### src/rtl/alu_sequencer_if.sv
// Handshake and strobe bundle between alu_sequencer, instruction ROM and the ALU datapath.
// iStep exists only when SEQ_SINGLE_STEP_EN is defined.
interface alu_sequencer_if;
  logic [9:0]  oInstrAddr;
  logic        oInstrReq;
  logic        iInstrValid;
  logic [15:0] iInstr;
  logic [15:0] oInstruction;
  logic        iWriteA;
  logic        iWriteB;
  logic        iReadA;
  logic        iReadB;
  logic        iRamWrite;
  logic        iCa;
  logic        iCb;
  logic        oWriteA;
  logic        oWriteB;
  logic        oLoadA;
  logic        oLoadB;
  logic        oRamWrite;
  logic        oCa;
  logic        oCb;
  logic        oHalted;
`ifdef SEQ_SINGLE_STEP_EN
  logic        iStep;
`endif

  modport master (
    input  iInstrValid, iInstr, iWriteA, iWriteB, iReadA, iReadB, iRamWrite, iCa, iCb,
`ifdef SEQ_SINGLE_STEP_EN
    input  iStep,
`endif
    output oInstrAddr, oInstrReq, oInstruction, oWriteA, oWriteB, oLoadA, oLoadB,
           oRamWrite, oCa, oCb, oHalted
  );

  modport slave (
    output iInstrValid, iInstr, iWriteA, iWriteB, iReadA, iReadB, iRamWrite, iCa, iCb,
`ifdef SEQ_SINGLE_STEP_EN
    output iStep,
`endif
    input  oInstrAddr, oInstrReq, oInstruction, oWriteA, oWriteB, oLoadA, oLoadB,
           oRamWrite, oCa, oCb, oHalted
  );
endinterface

### src/rtl/alu_sequencer.sv
// Multi-cycle fetch/execute sequencer for the 8-bit ALU: fetch, 1-cycle execute, load wait, halt.
// Optional feature: SEQ_SINGLE_STEP_EN adds iStep and a STEPWAIT state after every retirement.
module alu_sequencer #(
  parameter int          RAM_LAT  = 2,
  parameter logic [9:0]  RESET_PC = 10'h000,
  parameter logic [5:0]  OP_JMP   = 6'h3C,
  parameter logic [5:0]  OP_BCA   = 6'h3D,
  parameter logic [5:0]  OP_BCB   = 6'h3E,
  parameter logic [5:0]  OP_HALT  = 6'h3F
) (
  input logic             Clock,
  input logic             Reset,
  alu_sequencer_if.master bus
);

  localparam int CW = (RAM_LAT > 1) ? $clog2(RAM_LAT) : 1;
  localparam logic [CW-1:0] CNT_LOAD = CW'(RAM_LAT - 1);

  typedef enum logic [2:0] {
    S_FETCH   = 3'd0,
    S_EXEC    = 3'd1,
    S_MEMWAIT = 3'd2,
    S_HALT    = 3'd3
`ifdef SEQ_SINGLE_STEP_EN
    ,
    S_STEPWAIT = 3'd4
`endif
  } state_t;

`ifdef SEQ_SINGLE_STEP_EN
  localparam state_t S_RETIRE = S_STEPWAIT;
`else
  localparam state_t S_RETIRE = S_FETCH;
`endif

  state_t        state_q, state_d;
  logic [9:0]    pc_q, pc_d;
  logic [15:0]   instr_q, instr_d;
  logic          ca_q, ca_d;
  logic          cb_q, cb_d;
  logic [CW-1:0] cnt_q, cnt_d;
  logic          ld_b_q, ld_b_d;

  logic          req_s;
  logic          wr_a_s, wr_b_s, ld_a_s, ld_b_s, ram_wr_s;
  logic [5:0]    opcode_s;
  logic [9:0]    target_s;
  logic [9:0]    pc_inc_s;

  assign opcode_s = instr_q[15:10];
  assign target_s = instr_q[9:0];
  assign pc_inc_s = pc_q + 10'd1;

  // State, PC, instruction latch, flags and load-latency counter.
  always_ff @(posedge Clock or negedge Reset) begin
    if (!Reset) begin
      state_q <= S_FETCH;
      pc_q    <= RESET_PC;
      instr_q <= 16'h0000;
      ca_q    <= 1'b0;
      cb_q    <= 1'b0;
      cnt_q   <= '0;
      ld_b_q  <= 1'b0;
    end else begin
      state_q <= state_d;
      pc_q    <= pc_d;
      instr_q <= instr_d;
      ca_q    <= ca_d;
      cb_q    <= cb_d;
      cnt_q   <= cnt_d;
      ld_b_q  <= ld_b_d;
    end
  end

  // Next-state and strobe decode; ALU requests are combinational, so the qualified
  // write strobes follow them within the EXEC cycle rather than a cycle later.
  always_comb begin
    state_d  = state_q;
    pc_d     = pc_q;
    instr_d  = instr_q;
    ca_d     = ca_q;
    cb_d     = cb_q;
    cnt_d    = cnt_q;
    ld_b_d   = ld_b_q;
    req_s    = 1'b0;
    wr_a_s   = 1'b0;
    wr_b_s   = 1'b0;
    ld_a_s   = 1'b0;
    ld_b_s   = 1'b0;
    ram_wr_s = 1'b0;

    case (state_q)
      S_FETCH: begin
        req_s = 1'b1;
        if (bus.iInstrValid) begin
          instr_d = bus.iInstr;
          state_d = S_EXEC;
        end else begin
          state_d = S_FETCH;
        end
      end

      S_EXEC: begin
        if (opcode_s == OP_JMP) begin
          pc_d    = target_s;
          state_d = S_RETIRE;
        end else if (opcode_s == OP_BCA) begin
          pc_d    = ca_q ? target_s : pc_inc_s;
          state_d = S_RETIRE;
        end else if (opcode_s == OP_BCB) begin
          pc_d    = cb_q ? target_s : pc_inc_s;
          state_d = S_RETIRE;
        end else if (opcode_s == OP_HALT) begin
          state_d = S_HALT;
        end else if (bus.iReadA || bus.iReadB) begin
          pc_d    = pc_inc_s;
          cnt_d   = CNT_LOAD;
          ld_b_d  = !bus.iReadA;
          state_d = S_MEMWAIT;
        end else begin
          wr_a_s   = bus.iWriteA;
          wr_b_s   = bus.iWriteB;
          ram_wr_s = bus.iRamWrite;
          if (bus.iWriteA) begin
            ca_d = bus.iCa;
          end else begin
            ca_d = ca_q;
          end
          if (bus.iWriteB) begin
            cb_d = bus.iCb;
          end else begin
            cb_d = cb_q;
          end
          pc_d    = pc_inc_s;
          state_d = S_RETIRE;
        end
      end

      S_MEMWAIT: begin
        if (cnt_q == '0) begin
          ld_a_s  = !ld_b_q;
          ld_b_s  = ld_b_q;
          state_d = S_RETIRE;
        end else begin
          cnt_d = cnt_q - CW'(1);
        end
      end

      S_HALT: begin
        state_d = S_HALT;
      end

`ifdef SEQ_SINGLE_STEP_EN
      S_STEPWAIT: begin
        if (bus.iStep) begin
          state_d = S_FETCH;
        end else begin
          state_d = S_STEPWAIT;
        end
      end
`endif

      default: begin
        state_d = S_FETCH;
      end
    endcase
  end

  assign bus.oInstrAddr   = pc_q;
  assign bus.oInstrReq    = req_s;
  assign bus.oInstruction = instr_q;
  assign bus.oWriteA      = wr_a_s;
  assign bus.oWriteB      = wr_b_s;
  assign bus.oLoadA       = ld_a_s;
  assign bus.oLoadB       = ld_b_s;
  assign bus.oRamWrite    = ram_wr_s;
  assign bus.oCa          = ca_q;
  assign bus.oCb          = cb_q;
  assign bus.oHalted      = (state_q == S_HALT);

endmodule

### src/flat_wrapper.sv
// flat-port wrapper written by rule: the top's interface ports become plain ports
module alu_sequencer_flat 
#(
  parameter int          RAM_LAT  = 2,
  parameter logic [9:0]  RESET_PC = 10'h000,
  parameter logic [5:0]  OP_JMP   = 6'h3C,
  parameter logic [5:0]  OP_BCA   = 6'h3D,
  parameter logic [5:0]  OP_BCB   = 6'h3E,
  parameter logic [5:0]  OP_HALT  = 6'h3F
)
  (Clock, Reset, bus_iInstrValid, bus_iInstr, bus_iWriteA, bus_iWriteB, bus_iReadA, bus_iReadB, bus_iRamWrite, bus_iCa, bus_iCb, bus_oInstrAddr, bus_oInstrReq, bus_oInstruction, bus_oWriteA, bus_oWriteB, bus_oLoadA, bus_oLoadB, bus_oRamWrite, bus_oCa, bus_oCb, bus_oHalted);
  alu_sequencer_if bus_i ();
  input logic Clock;
  input logic Reset;
  input wire logic [$bits(bus_i.iInstrValid)-1:0] bus_iInstrValid;
  input wire logic [$bits(bus_i.iInstr)-1:0] bus_iInstr;
  input wire logic [$bits(bus_i.iWriteA)-1:0] bus_iWriteA;
  input wire logic [$bits(bus_i.iWriteB)-1:0] bus_iWriteB;
  input wire logic [$bits(bus_i.iReadA)-1:0] bus_iReadA;
  input wire logic [$bits(bus_i.iReadB)-1:0] bus_iReadB;
  input wire logic [$bits(bus_i.iRamWrite)-1:0] bus_iRamWrite;
  input wire logic [$bits(bus_i.iCa)-1:0] bus_iCa;
  input wire logic [$bits(bus_i.iCb)-1:0] bus_iCb;
  output wire logic [$bits(bus_i.oInstrAddr)-1:0] bus_oInstrAddr;
  output wire logic [$bits(bus_i.oInstrReq)-1:0] bus_oInstrReq;
  output wire logic [$bits(bus_i.oInstruction)-1:0] bus_oInstruction;
  output wire logic [$bits(bus_i.oWriteA)-1:0] bus_oWriteA;
  output wire logic [$bits(bus_i.oWriteB)-1:0] bus_oWriteB;
  output wire logic [$bits(bus_i.oLoadA)-1:0] bus_oLoadA;
  output wire logic [$bits(bus_i.oLoadB)-1:0] bus_oLoadB;
  output wire logic [$bits(bus_i.oRamWrite)-1:0] bus_oRamWrite;
  output wire logic [$bits(bus_i.oCa)-1:0] bus_oCa;
  output wire logic [$bits(bus_i.oCb)-1:0] bus_oCb;
  output wire logic [$bits(bus_i.oHalted)-1:0] bus_oHalted;
  assign bus_i.iInstrValid = bus_iInstrValid;
  assign bus_i.iInstr = bus_iInstr;
  assign bus_i.iWriteA = bus_iWriteA;
  assign bus_i.iWriteB = bus_iWriteB;
  assign bus_i.iReadA = bus_iReadA;
  assign bus_i.iReadB = bus_iReadB;
  assign bus_i.iRamWrite = bus_iRamWrite;
  assign bus_i.iCa = bus_iCa;
  assign bus_i.iCb = bus_iCb;
  assign bus_oInstrAddr = bus_i.oInstrAddr;
  assign bus_oInstrReq = bus_i.oInstrReq;
  assign bus_oInstruction = bus_i.oInstruction;
  assign bus_oWriteA = bus_i.oWriteA;
  assign bus_oWriteB = bus_i.oWriteB;
  assign bus_oLoadA = bus_i.oLoadA;
  assign bus_oLoadB = bus_i.oLoadB;
  assign bus_oRamWrite = bus_i.oRamWrite;
  assign bus_oCa = bus_i.oCa;
  assign bus_oCb = bus_i.oCb;
  assign bus_oHalted = bus_i.oHalted;
  alu_sequencer #(.RAM_LAT(RAM_LAT), .RESET_PC(RESET_PC), .OP_JMP(OP_JMP), .OP_BCA(OP_BCA), .OP_BCB(OP_BCB), .OP_HALT(OP_HALT)) u_core (.Clock(Clock), .Reset(Reset), .bus(bus_i));
endmodule
### config.mk
export PLATFORM = sky130hd
export DESIGN_NAME = alu_sequencer_flat
export DESIGN_NICKNAME = d
export VERILOG_FILES = /design/src/rtl/alu_sequencer_if.sv /design/src/rtl/alu_sequencer.sv /design/src/flat_wrapper.sv
export SDC_FILE = /design/constraint.sdc
export NUM_CORES = 1
export LEC_CHECK = 0
export BUFFER_PORTS_ARGS = -buffer_cell sky130_fd_sc_hd__buf_2
export CAP_MARGIN = 5
export CORE_AREA = 4 4 48 93
export CTS_BUF_LIST = sky130_fd_sc_hd__clkbuf_8
export DETAILED_ROUTE_END_ITERATION = 12
export DIE_AREA = 0 0 52 97
export GPL_ROUTABILITY_DRIVEN = 0
export PLACE_DENSITY = 0.75
export REMOVE_ABC_BUFFERS = 1
export SETUP_SLACK_MARGIN = 0.15
export SYNTH_ARGS = -nofsm -noshare
export SYNTH_HDL_FRONTEND = slang
export SYNTH_SLANG_ARGS = --single-unit
### constraint.sdc
create_clock -name Clock -period 2.5 [get_ports Clock]
set_clock_uncertainty 0.1 [all_clocks]
set_input_delay 0.625 -clock Clock [delete_from_list [all_inputs] [get_ports Clock]]
set_output_delay 0.625 -clock Clock [all_outputs]
set_load 0.02 [all_outputs]
# Word level (Yosys, flattened, before mapping)
# Cells that the tools add are included.
[totals]
reg_bits = 33
in_bits = 26
output_inout_bits = 35
word_cells = 83
[op_classes]
addsub = 2
n_eq_ne = 14
mux = 44
bitwise_logic = 5
n_reduce_logical = 11
[ops]
columns = ["cell", "n"]
rows = [
  ["$mux W10", 6],
  ["$mux W1", 30],
  ["$eq A6 B6 Y1 const B", 4],
  ["$mux W3", 5],
  ["$reduce_and A7 Y1", 2],
  ["$pmux W3 S4", 1],
  ["$reduce_and A6 Y1", 2],
  ["$add A10 B1 Y10 const B", 1],
  ["$ne A2 B2 Y1 const B", 5],
  ["$eq A3 B2 Y1 const B", 2],
  ["$not A1 Y1", 5],
  ["$ne A4 B1 Y1 const B", 1],
  ["$reduce_and A2 Y1", 2],
  ["$eq A3 B1 Y1 const B", 1],
  ["$logic_not A3 Y1", 1],
  ["$logic_not A1 Y1", 2],
  ["$mux W2", 1],
  ["$ne A2 B1 Y1 const B", 1],
  ["$pmux W1 S2", 1],
  ["$reduce_bool A2 Y1", 1],
  ["$logic_or A1 B1 Y1", 1],
  ["$sub A1 B1 Y1 const B", 1],
]

# Depth between registers and ports, before layout
# Gate-level depths: netlist of run 1.
[logic_depth]
depth_word = 7
ltp_mapped = 6

# Worst setup path before layout of run 1
# Ideal clock, no wire load.
[synth_timing]
path_type = "reg2out"
startpoint = "register u_core.state_q[1]"
endpoint = "output port bus_oLoadB"
arrival_time_ns = 1.326
required_time_ns = 1.775
setup_slack_ns = 0.449
path_stages_with_launch = 4
path_cell_list = "dfrtp_1 -> buf_2 -> inv_1 -> nor4b_1"
[synth_via]
elab_chain_cells = 2
[synth_lines]
columns = ["element", "line_no", "text"]
rows = [
  ["from (decl)", "alu_sequencer.sv:36", "state_t state_q, state_d;"],
  ["from (signal assigned)", "alu_sequencer.sv:65", "state_q <= state_d;"],
  ["$eq A3 B2 Y1", "alu_sequencer.sv:92", "case (state_q)"],
  ["$mux W1", "alu_sequencer.sv:92", ""],
  ["to (decl)", "flat_wrapper.sv:30", "output wire logic [$bits(bus_i.oLoadB)-1:0] bus_oLoadB;"],
]
# Every way passes these cells.

# Final worst setup path of run 1
[layout_timing]
startpoint = "register u_core.instr_q[12] (netlist: u_core.bus.oInstruction[12])"
endpoint = "output port bus_oWriteA"
[layout_via]
elab_chain_cells = 6
elab_cells_between_ends = 9
classes_between = "eq/ne: 4; mux: 5"
[layout_lines]
columns = ["element", "line_no", "text"]
rows = [
  ["from (decl)", "alu_sequencer.sv:38", "logic [15:0] instr_q, instr_d;"],
  ["from (signal assigned)", "alu_sequencer.sv:67", "instr_q <= instr_d;"],
  ["$eq A6 B6 Y1", "alu_sequencer.sv:113", "end else if (opcode_s == OP_HALT) begin"],
  ["$mux W1", "alu_sequencer.sv:113", ""],
  ["$mux W1", "alu_sequencer.sv:110", "end else if (opcode_s == OP_BCB) begin"],
  ["$mux W1", "alu_sequencer.sv:107", "end else if (opcode_s == OP_BCA) begin"],
  ["$mux W1 (*)", "alu_sequencer.sv:104", "if (opcode_s == OP_JMP) begin"],
  ["$mux W1 (*)", "alu_sequencer.sv:92", ""],
  ["to (decl)", "flat_wrapper.sv:27", "output wire logic [$bits(bus_i.oWriteA)-1:0] bus_oWriteA;"],
]
# Every way passes the cells marked *; elsewhere a longest branch is shown, timed or not.

==> impl_metrics.py, run 1 <==
metrics = {
    "timing": {
        "fin_crit_sh_pct": 89.7,
        "rsz0062_at_grt": "no",
        "finalHoldViolCount": 0,
        "setup_ws_ns": 0.256,
        "setup_tns_ns": 0,
        "finalSetupViolations": 0,
        "fin_hold_ws_ns": 0.302,
        "max_freq_mhz": 446,
        "slew_viol_final": 0,
        "period_minus_slack_ns": 2.24,
        "worstMarginPinSlew_ns": 0.715,
        "slew_headroom_pct": 52.3,
    },
    "clocking": {
        "clk-insertion-delay-late_ns": 0.27,
        "cts_inserted_buffers": 5,
        "cts_buffer_depth": 2,
        "htreeDepth": 2,
        "cts.sinks": 32,
        "postCtsSetupRepairBufs": 0,
        "cts-root-buf": "clkbuf_8",
        "cts.clk_slew.worst_paths_ns": 0.06,
        "tritoncts": "yes",
    },
    "yosys": {
        "synth-main-ff-cell": "dfrtp_1",
        "ys_ff_latch": 32,
        "ys_warn_count": 0,
        "yosysUniqueCellTypes": 37,
        "synthTopCellsByArea": "dfrtp_1 49%, mux2_2 11%, mux2i_1 4.9%",
        "synth_top_area_cell": "dfrtp_1",
        "synth_top_cell_area_share_pct": 49.0,
        "syn_area_per_cell_sq_um": 11.4,
        "synth-async-reset-ratio_pct": 100,
        "synthCells": 143,
        "synth-edff-count": 0,
        "synthesis.area_sq_um": 1630,
        "synth_seq_area_share_pct": 49.0,
        "synth_commonest_cells": "32 x dfrtp_1, 16 x mux2_2, 9 x a21oi_1, 8 x mux2i_1, 8 x nor2_1",
        "synth_most_common_cell": "dfrtp_1",
    },
    "die": {
        "ios": 61,
        "die_w_um": 52,
        "rows": 32,
        "initial_utilization_pct": 43.0,
        "coreArea_sq_um": 3800,
        "dieArea_sq_um": 5040,
        "die_h_um": 97,
    },
    "worst_setup_path": {
        "path_buf_inv": 1,
        "ff2ff_setup_slack_ns": 0.89,
        "path_max_fanout": 9,
        "worstPathRequired_ns": 1.77,
        "crit_family": "simple AND/OR/NAND/NOR gates",
        "critPathKind": "flip-flop to output port",
        "max_stage_delay_ns": 0.39,
        "startpoint": "u_core.bus.oInstruction[12]$_DFFE_PN0P_",
        "worstSetupStartpointType": "flip-flop",
        "path_depth": 4,
        "crit_end": "bus_oWriteA",
        "cp_slowest_cell": "dfrtp_1",
        "timing.rr.start": "u_core.bus.oInstruction[12]$_DFFE_PN0P_",
        "reg2reg_depth": 4,
        "path_cells": "and4_4 > nor4_4 > and2_1 > buf_2",
        "arrival_ns": 1.52,
        "regToRegEndpoint": "u_core.bus.oCa$_DFFE_PN0P_",
        "end_kind": "output port",
    },
    "detailed_routing": {
        "ant_nets": 0,
        "remaining_drc_errors": 0,
        "routed_wl_um": 3650,
        "wl_per_cell_um": 14.2,
        "drt-initial-drc-count": 24,
        "routed_via_density": 5.21,
        "num_vias": 1344,
        "firstDrtPassIters": 4,
    },
    "grt": {
        "grt_max_degree": 33,
        "grt_pass1_wl_um": 6040,
        "track_usage_pct": 15.9,
        "grt_pass1_vias": 1283,
        "gr-total-overflow": 0,
        "antenna_found_initial": 0,
    },
    "final_layout": {
        "seqCellArea_sq_um": 801,
        "fill_cells": 365,
        "multi_input_area_sq_um": 759,
        "area_growth_syn_to_layout_pct": 26.5,
        "final_layout_size_suffix_gt1_share_pct": 44.9,
        "finalNetCount": 233,
        "antenna_cells": 0,
    },
    "place": {
        "place_ws_ns": 0.299,
        "io_buffers": 60,
        "dp.final_hpwl_um": 2840,
    },
    "pwr": {
        "p_int_uw": 1530,
        "pwr-share-seq_pct": 39.6,
        "switchingPower_uw": 1180,
        "power_uw": 2710,
        "leakagePower_uw": 0.00103,
        "switching_share_pct": 43.5,
        "ir_drop_v": 0.000594,
        "comb_power_share_pct": 46.0,
        "clockPowerShare_pct": 14.4,
        "p_per_area_nw_per_um2": 1310,
    },
    "run": {
        "drv_cap": 0,
    },
    "run_status": {
        "status": "completed",
    },
    "min_path": {
        "hp-class": "primary input to asynchronous set/reset pin",
    },
}
## worst min path at each step
stage / from / to / depth (start not counted)
2_1_floorplan: Reset / u_core.bus.oCa$_DFFE_PN0P_ / 0
3_3_place_gp: u_core.bus.oInstrAddr[9]$_DFFE_PN0P_ / u_core.bus.oInstrAddr[9]$_DFFE_PN0P_ / 1
3_5_place_dp: u_core.bus.oInstrAddr[9]$_DFFE_PN0P_ / u_core.bus.oInstrAddr[9]$_DFFE_PN0P_ / 1
4_1_cts: Reset / u_core.bus.oInstruction[2]$_DFFE_PN0P_ / 1
5_1_grt: Reset / u_core.bus.oInstrAddr[3]$_DFFE_PN0P_ / 1
6_report: Reset / u_core.bus.oInstrAddr[3]$_DFFE_PN0P_ / 1
## logic make-up (layout without fill, tap and decap cells)
| group | after synthesis | count (layout) | synth area share, % |
|---|---|---|---|
| simple gates | 40 | 40 | 15.3 |
| flops | 32 | 32 | 49.0 |
| compound gates | 31 | 31 | 13.2 |
| mux | 25 | 25 | 16.6 |
| buf+inv | 14 | 78 | 5.05 |
| fa+ha+maj | 1 | 1 | 0.766 |
## per-stage QoR
| step | area [sq um] | utilization [%] | cells |
|---|---|---|---|
| finish | 2070 | 54.3 | 258 |
| global route | 2070 | 54.3 | 258 |
| CTS | 2060 | 54.1 | 258 |
| detailed placement | 1970 | 51.7 | 250 |
| global placement | 1970 | 51.7 | 250 |
| floorplan | 1570 | - | 135 |
## flip-flops by register name, indices dropped and copies added (netlist names)
name and cells:
u_core.bus.oInstrAddr 10, u_core.bus.oCa 1, u_core.cnt_q 1, u_core.ld_b_q 1, u_core.bus.oCb 1, u_core.state_q 2
u_core.bus.oInstruction 16
## per-layer routing
metal,wire length [um],up-vias,track usage [%]
met5,0,-,0
met4,68,0,6.67
met3,221,5,4.47
met2,2000,44,27.8
met1,1360,644,17.0
li1,-,651,-
## area by class of cell
cell class                 instances  area share (%)
clock buffer                       6            4.00
clock inverter                     2           0.363
inverter                           6            1.09
multi-input combinational         97            36.7
sequential                        32            38.7
tap                               51            3.09
timing repair buffer              64            16.0
## repair_timing
item | CTS | global route
endpoints found under the hold margin | 0 | 0
hold buffers | 0 | 0
endpoints found under the setup margin | 0 | 2
gates resized for setup | 0 | 1
## power by group through the flow
stage | logic, uW | clock network [uW] | registers [uW]
3_5_place_dp | 1270 | 0 | 1090
6_report | 1250 | 391 | 1070
3_3_place_gp | 1250 | 0 | 1080
5_1_grt | 1360 | 434 | 1130
4_1_cts | 1260 | 408 | 1080
2_1_floorplan | 569 | 0 | 1310
## cell usage in the layout (no fill, tap or decap), types with 2 or more instances in the layout
cell,n
mux2_2,16
buf_4,4
nor2_1,8
nand3_1,5
o2bb2ai_1,2
dfrtp_1,32
nor4b_1,2
and3_1,2
inv_1,8
and2_1,4
nor3_1,4
clkbuf_8,6
nand2_1,4
and4_1,2
a31oi_1,2
a21oi_1,9
a2bb2oi_1,4
nand4_1,2
buf_2,60
mux2i_1,8
o21ai_0,7
(Power assumes the default switching activity.)
==> run 2: changes to the inputs <==
ABC_AREA = 1   (was not set)
CAP_MARGIN = 10   (was 5)
CORE_AREA = 4 4 50 96   (was 4 4 48 93)
DIE_AREA = 0 0 54 100   (was 0 0 52 97)
PLACE_DENSITY = 0.73   (was 0.75)
==> run 2 against run 1 <==
Power down 66%. Count of clock-buffer cells in the layout fell by 1. Synthesized cell count rose by 56%. Non-clock buffer count shrank 2. Flip-flop and latch count unchanged. Critical path depth is 2 higher. Register-to-register slack is essentially flat. Cell count rose by 31%. Clock power shrank 5%. Critical path type unchanged.
==> impl_metrics.py, run 2 <==
metrics = {
    "die": {
        "dieArea_sq_um": 5400,
        "coreArea_sq_um": 4090,
        "ios": 61,
        "rows": 33,
        "die_h_um": 100,
        "initial_utilization_pct": 42.7,
        "die_w_um": 54,
    },
    "timing": {
        "fin_hold_ws_ns": 0.288,
        "max_freq_mhz": 461,
        "setup_tns_ns": 0,
        "period_minus_slack_ns": 2.17,
        "finalHoldViolCount": 0,
        "slew_viol_final": 0,
        "worstMarginPinSlew_ns": 0.721,
        "slew_headroom_pct": 51.9,
        "setup_ws_ns": 0.330,
        "rsz0062_at_grt": "no",
        "fin_crit_sh_pct": 86.8,
        "finalSetupViolations": 0,
    },
    "yosys": {
        "synthCells": 223,
        "synth_fa_ha_area_share_pct": 0.717,
        "synth-async-reset-ratio_pct": 100,
        "synthesis.area_sq_um": 1740,
        "synthSimpleGateAreaFrac_pct": 32.0,
        "ys_warn_count": 0,
        "yosysUniqueCellTypes": 24,
        "synth_top_cell_area_share_pct": 45.9,
        "ys_ff_latch": 32,
        "synth_top_area_cell": "dfrtp_1",
        "synth-main-ff-cell": "dfrtp_1",
        "synth_xor_area_share_pct": 0.502,
        "synth_commonest_cells": "56 x nand2_1, 32 x dfrtp_1, 27 x inv_1, 25 x nor2_1, 20 x nand3_1",
        "synth_most_common_cell": "nand2_1",
        "synth_compound_area_share_pct": 7.75,
        "muxShareOfSynthArea_pct": 3.23,
        "synth_seq_area_share_pct": 45.9,
        "synth-edff-count": 0,
        "synthTopCellsByArea": "dfrtp_1 46%, nand2_1 12%, inv_1 5.8%",
        "synth_top_family_by_area": "simple AND/OR/NAND/NOR gates",
        "syn_area_per_cell_sq_um": 7.82,
    },
    "clocking": {
        "clk-insertion-delay-late_ns": 0.28,
        "cts-root-buf": "clkbuf_8",
        "tritoncts": "yes",
        "postCtsSetupRepairBufs": 0,
        "holdBufCountCts": 0,
        "cts.sinks": 32,
        "htreeDepth": 2,
        "cts_resized": 0,
        "cts_buffer_depth": 2,
        "cts.clk_slew.worst_paths_ns": 0.07,
        "cts_inserted_buffers": 5,
    },
    "pwr": {
        "ir_drop_v": 0.000272,
        "switchingPower_uw": 204,
        "switching_share_pct": 22.2,
        "p_int_uw": 717,
        "clockPowerShare_pct": 40.5,
        "leakagePower_uw": 0.00120,
        "pwr-share-seq_pct": 56.2,
        "comb_power_share_pct": 3.4,
        "p_per_area_nw_per_um2": 427,
    },
    "final_layout": {
        "fill_cells": 419,
        "finalNetCount": 313,
        "final_layout_size_suffix_gt1_share_pct": 32.5,
        "layout_common_cells": "60 x buf_2, 55 x nand2_1, 32 x dfrtp_1, 28 x inv_1, 25 x nor2_1",
        "area_growth_syn_to_layout_pct": 23.6,
        "final_common_cell": "buf_2",
        "antenna_cells": 0,
        "fin_cells": 338,
        "final_util_pct": 52.7,
        "largest_reg_flops": 16,
    },
    "worst_setup_path": {
        "critPathKind": "flip-flop to output port",
        "worstSetupStartpointType": "flip-flop",
        "reg2reg_depth": 8,
        "end_kind": "output port",
        "arrival_ns": 1.45,
        "path_max_fanout": 5,
        "worstPathRequired_ns": 1.77,
    },
    "run_status": {
        "status": "completed",
    },
    "grt": {
        "grt_pass1_vias": 1682,
        "grt_max_degree": 33,
        "track_usage_pct": 17.9,
        "gr-total-overflow": 0,
        "antenna_found_initial": 0,
        "grt_pass1_wl_um": 7160,
    },
    "detailed_routing": {
        "num_vias": 1643,
        "firstDrtPassIters": 6,
        "routed_wl_um": 4230,
        "drt-initial-drc-count": 29,
        "wl_per_cell_um": 12.5,
        "ant_nets": 0,
        "routed_via_density": 4.86,
        "remaining_drc_errors": 0,
    },
    "place": {
        "dp_cells": 331,
        "place_ws_ns": 0.321,
        "dp.final_hpwl_um": 3290,
        "io_buffers": 60,
    },
    "min_path": {
        "hp-class": "primary input to asynchronous set/reset pin",
    },
    "run": {
        "drv_cap": 0,
    },
}
run 2: power by group through the flow:
stage	registers, uW	clock network (uW)	logic, uW
detailed placement	527	0	32.0
CTS	518	388	32.1
finish	518	373	31.0
global placement	527	0	31.8
floorplan	528	0	2.01
global route	517	406	35.9
run 2: metrics by stage:
step	power, uW	cell area, sq um
after floorplan	530	1700
after global placement	559	2080
after detailed placement	559	2080
after CTS	937	2150
after global routing	959	2160
final	921	2160
run 2: path summary, 6_finish.rpt:
check | from | end | slack [ns]
min in group Clock | u_core.bus.oInstruction[12]$_DFFE_PN0P_ | u_core.bus.oInstruction[12]$_DFFE_PN0P_ | 0.43
max | u_core.bus.oInstruction[14]$_DFFE_PN0P_ | bus_oRamWrite | 0.33
max in group asynchronous | Reset | u_core.ld_b_q$_DFFE_PN0P_ | 1.54
max reg2reg | u_core.bus.oInstruction[14]$_DFFE_PN0P_ | u_core.bus.oInstrAddr[9]$_DFFE_PN0P_ | 0.88
min | Reset | u_core.bus.oInstrAddr[1]$_DFFE_PN0P_ | 0.29
min reg2reg | u_core.bus.oInstruction[12]$_DFFE_PN0P_ | u_core.bus.oInstruction[12]$_DFFE_PN0P_ | 0.43
run 2: logic make-up after synthesis:
group,after synthesis
and+or+nand+nor,122
buffers and inverters,39
DFF,32
AOI/OAI and AO/OA,23
muxes,5
xor gates and xnor gates,1
adders and majority gates,1
run 2: per-layer routing:
| layer | vias to the layer above | track usage [%] | wire, um |
|---|---|---|---|
| met5 | - | 0 | 0 |
| met2 | 40 | 33.0 | 2400 |
| met4 | 0 | 9.40 | 99 |
| met3 | 7 | 2.67 | 158 |
| met1 | 763 | 18.0 | 1580 |
| li1 | 833 | - | - |
run 2: final cells by class:
cell class	instances	area, sq um	share of cell area, %
Clock buffer	5	68.8	3.19
Clock inverter	2	8.76	0.406
Inverter	33	124	5.75
Multi-Input combinational cell	152	773	35.9
Sequential cell	32	801	37.1
Tap cell	52	65.1	3.02
Timing Repair Buffer	62	315	14.6
run 2: worst max-delay path, cell delays in order (launching register included):
cell     delay [ns]
dfrtp_1        0.39
nand2_2        0.13
nor2_4         0.05
nand2_2        0.11
nand2_1        0.08
nor4_1         0.21
buf_2          0.20
